$ cat src/rtl/switch_debouncer.sv
// Per-channel switch debouncer: two-flop synchroniser, stability counter,
// registered clean level and single-cycle rise/fall strobes.
module switch_debouncer #(
   parameter int unsigned NUM_SWITCHES   = 2,
   parameter int unsigned DEBOUNCE_LIMIT = 250
) (
   input  logic                    i_clock,
   input  logic                    i_reset,
   input  logic [NUM_SWITCHES-1:0] i_switch,
   output logic [NUM_SWITCHES-1:0] o_switch,
   output logic [NUM_SWITCHES-1:0] o_rise,
   output logic [NUM_SWITCHES-1:0] o_fall
);

   localparam int unsigned  CW        = $clog2(DEBOUNCE_LIMIT);
   localparam logic [CW-1:0] COUNT_MAX = CW'(DEBOUNCE_LIMIT - 1);

   logic [NUM_SWITCHES-1:0] sync1;
   logic [NUM_SWITCHES-1:0] sync2;
   logic [NUM_SWITCHES-1:0] state;
   logic [NUM_SWITCHES-1:0] rise;
   logic [NUM_SWITCHES-1:0] fall;
   logic [CW-1:0]           count [NUM_SWITCHES];

   logic [NUM_SWITCHES-1:0] state_nxt;
   logic [NUM_SWITCHES-1:0] rise_nxt;
   logic [NUM_SWITCHES-1:0] fall_nxt;
   logic [CW-1:0]           count_nxt [NUM_SWITCHES];

   // Qualification: any return to the accepted level restarts the window.
   always_comb begin
      state_nxt = state;
      rise_nxt  = '0;
      fall_nxt  = '0;
      for (int i = 0; i < int'(NUM_SWITCHES); i++) begin
         count_nxt[i] = '0;
         if (sync2[i] != state[i]) begin
            if (count[i] == COUNT_MAX) begin
               state_nxt[i] = sync2[i];
               rise_nxt[i]  = sync2[i];
               fall_nxt[i]  = ~sync2[i];
            end else begin
               count_nxt[i] = count[i] + CW'(1);
            end
         end
      end
   end

   always_ff @(posedge i_clock) begin
      if (i_reset) begin
         sync1 <= '0;
         sync2 <= '0;
         state <= '0;
         rise  <= '0;
         fall  <= '0;
         for (int i = 0; i < int'(NUM_SWITCHES); i++) begin
            count[i] <= '0;
         end
      end else begin
         sync1 <= i_switch;
         sync2 <= sync1;
         state <= state_nxt;
         rise  <= rise_nxt;
         fall  <= fall_nxt;
         for (int i = 0; i < int'(NUM_SWITCHES); i++) begin
            count[i] <= count_nxt[i];
         end
      end
   end

   assign o_switch = state;
   assign o_rise   = rise;
   assign o_fall   = fall;

endmodule
$ cat config.mk
export PLATFORM = sky130hd
export DESIGN_NAME = switch_debouncer
export DESIGN_NICKNAME = d
export VERILOG_FILES = /design/src/rtl/switch_debouncer.sv
export SDC_FILE = /design/constraint.sdc
export NUM_CORES = 1
export LEC_CHECK = 0
export CORE_AREA = 2 2 49 51
export DETAILED_ROUTE_END_ITERATION = 8
export DIE_AREA = 0 0 51 53
export GPL_ROUTABILITY_DRIVEN = 0
export PLACE_DENSITY = 0.7
export SLEW_MARGIN = 20
export SYNTH_ARGS = -nofsm -noshare
export SYNTH_HDL_FRONTEND = slang
export SYNTH_SLANG_ARGS = --single-unit
$ cat constraint.sdc
create_clock -name i_clock -period 1.3 [get_ports i_clock]
set_input_delay 0.26 -clock i_clock [delete_from_list [all_inputs] [get_ports i_clock]]
set_output_delay 0.26 -clock i_clock [all_outputs]
set_load 0.01 [all_outputs]
==> flow_summary_export.csv <==
group,metric,value,unit
cts,path_clk_slew,0.12,ns
logic_synthesis,seq_area_frac_synth,51.3,%
logic_synthesis,syn-num-nets,115,
logic_synthesis,syn_inst,107,
timing,finalMaxSlewViolations,0,
finish,drive_gt1_share,27.1,%
cts,cts_sinks,26,
logic_synthesis,ys_seq_elements,26,
finish,finalInstanceArea,1340,um2
logic_synthesis,yosysTopAreaCellShare,51.3,%
outcome,outcome,"complete, but fails checks",
drt,wl_per_cell,11.5,um
logic_synthesis,avgSynthCellArea,9.48,um2
grt,grt_pass1_vias,754,
cts,htreeDepth,1,
cts,cts_buffer_depth,2,
finish,layout.nets,143,
logic_synthesis,synth_area_leader_cell,"dfxtp_1",
cts,cts_buffers,3,
grt,grt_pass1_wl,3.22,mm
outcome,violations,"negative setup slack",
finish,n_fill_cell,191,
place,pre_cts_ws,-0.0431,ns
critical_path,crit_fanout,2,
finish,final_core_util,62.3,%
place,dp_hpwl,1.27,mm
timing,fin_hold_ws,0.454,ns
critical_path,crit_chain,"inv_2 -> ha_2 -> and3b_2 -> buf_6 -> a21oi_4 -> nor2_2 -> nor4_1",
finish,area_growth,31.9,%
floorplanning,die_h,53,um
critical_path,endpoint_kind,"flop",
finish,final_common_cell,"dfxtp_1",
timing,period_needed,1.31,ns
drt,ant_nets,0,
floorplanning,initial_core_util,47.2,%
hold_path,hp-class,"flop to flop",
timing,setup-violations-final,1,
critical_path,critPathKind,"flop to flop",
timing,fmax,762,MHz
grt,antenna_found_initial,0,
logic_synthesis,synthSimpleGateAreaFrac,24.9,%
cts,cts_hold_buf,0,
place,dpl-instance-area,1240,um2
floorplanning,dieArea,2700,um2
timing,rsz0062_at_grt,"true",
critical_path,crit_path_max_incr_delay,0.35,ns
timing,timing.setup.tns,-0.0116,ns
drt,vias,802,
critical_path,cp.required,1.53,ns
pwr,ir_worst_vdd,0.820,mV
place,io_buffers,9,
drt,vias_per_cell,4.98,
floorplanning,pin_count,10,
logic_synthesis,synth_cell_types,26,
grt,globalRouteOverflowTotal,0,
logic_synthesis,synthTopCellsByArea,"dfxtp_1, nor2_1, xnor2_1",
logic_synthesis,synth_top_family_by_area,"simple AND/OR/NAND/NOR gates",
logic_synthesis,muxShareOfSynthArea,1.97,%
finish,antennaDiodeCount,0,
finish,final_cell_mix,"dfxtp_1, nor2_1, buf_4",
timing,hold_violations,0,
logic_synthesis,synthAdderAreaFrac,4.93,%
drt,drc,0,
critical_path,cp-start-kind,"flop",
floorplanning,die_w,51,um
drt,drtIter0Drc,7,
logic_synthesis,synth_xor_area_share,7.77,%
timing,timing.final.crit_share,101,%
logic_synthesis,ys_warn_count,0,
drt,first_pass_iters,4,
cts,tritoncts,"done",
logic_synthesis,synth_compound_area_share,6.91,%
drt,finalWirelength,1.85,mm
timing,relSlewSlack,83.7,%
floorplanning,coreArea,2150,um2
timing,setup_ws,-0.0116,ns
floorplanning,fp-row-count,17,
critical_path,cp.arrival,1.54,ns
timing,tightestPinTransition,0.245,ns
job,max_cap_viol_count,0,
critical_path,worst_path_max_delay_cell,"dfxtp_2",
pwr,p_leak,0.525,nW
grt,grt_usage,16.5,%
pwr,p_per_area,876,nW/um2
cts,insertion_delay,0.31,ns
timing,fin_skew,0.00296,ns
cts,cts_root_buf,"clkbuf_4",
grt,grt_max_degree,14,
logic_synthesis,syn_area,1010,um2
area by class of cell:
type                       instances  area (um2)  share of cell area [%]
multi-input combinational         76         542                    40.5
tap                               28        35.0                    2.62
clock buffer                       3        22.5                    1.68
timing repair buffer              24         199                    14.9
sequential                        26         526                    39.3
inverter                           4        15.0                    1.12
synth_stat cells:
cell      count
o21ai_0       3
nand2b_1      3
buf_4         1
ha_1          4
nor2b_1       6
and3_1        4
or3_1         1
a21oi_1       4
nand4_1       1
nor2_1       18
a21boi_0      1
dfxtp_1      26
and3b_2       1
nor4_1        1
inv_1         4
nor3_1        3
nand2_1       2
a21boi_1      1
mux2i_1       2
and4_1        1
nand3_1       7
a22oi_1       1
xnor2_1       6
xor2_1        3
or3b_1        1
a31oi_1       2
critical path: cells and delay by family, from the launching register on:
family,cells,cell delay (ns)
simple gates,3,0.42
buf+inv,2,0.15
fa+ha+maj,1,0.16
flops,1,0.35
compound gates,1,0.14
worst paths after layout:
check,startpoint,to,slack (ns),cells after the start
min,sync1[0],sync2[0],0.45,1
max reg2reg,count[0][1],count[0][5],-0.01,7
max,count[0][1],count[0][5],-0.01,7
min reg2reg,sync1[0],sync2[0],0.45,1
what timing repair did:
action	in CTS	in global routing
endpoints found under the setup margin	15	13
endpoints found under the hold margin	0	0
gates resized for setup	17	11
pin swaps	1	1
buffers inserted	0	1
kinds of logic after synthesis:
group / Yosys count
AO/OA/AOI/OAI: 12
XOR/XNOR: 9
adder cells (fa/ha/maj): 4
buffers and inverters: 5
flip-flops: 26
multiplexers: 2
AND/OR/NAND/NOR: 49
power breakdown:
| part | switching (mW) | internal, mW | leakage [nW] |
|---|---|---|---|
| clock | 0.213 | 0.108 | 0.0138 |
| sequential | 0.00422 | 0.804 | 0.212 |
| combinational | 0.0170 | 0.0255 | 0.299 |
| total | 0.235 | 0.938 | 0.525 |
metrics by stage:
step | power, mW | instances
6_report | 1.17 | 161
2_1_floorplan | 0.841 | 107
3_5_place_dp | 0.864 | 157
5_1_grt | 1.23 | 161
4_1_cts | 1.19 | 160
3_3_place_gp | 0.863 | 157
per-layer routing:
layer | vias to the layer above | track usage, % | wire length [um]
met5 | - | 0 | 0
met4 | 0 | 10.8 | 51
met3 | 7 | 5.08 | 68
met2 | 15 | 28.1 | 979
met1 | 365 | 17.7 | 753
li1 | 415 | - | -
sequential cells by signal (all words and copies together) (netlist names):
signal and count:
o_switch 2, o_rise 2, o_fall 2, count 16, sync2 2, sync1 2
(Power assumes the default switching activity.)
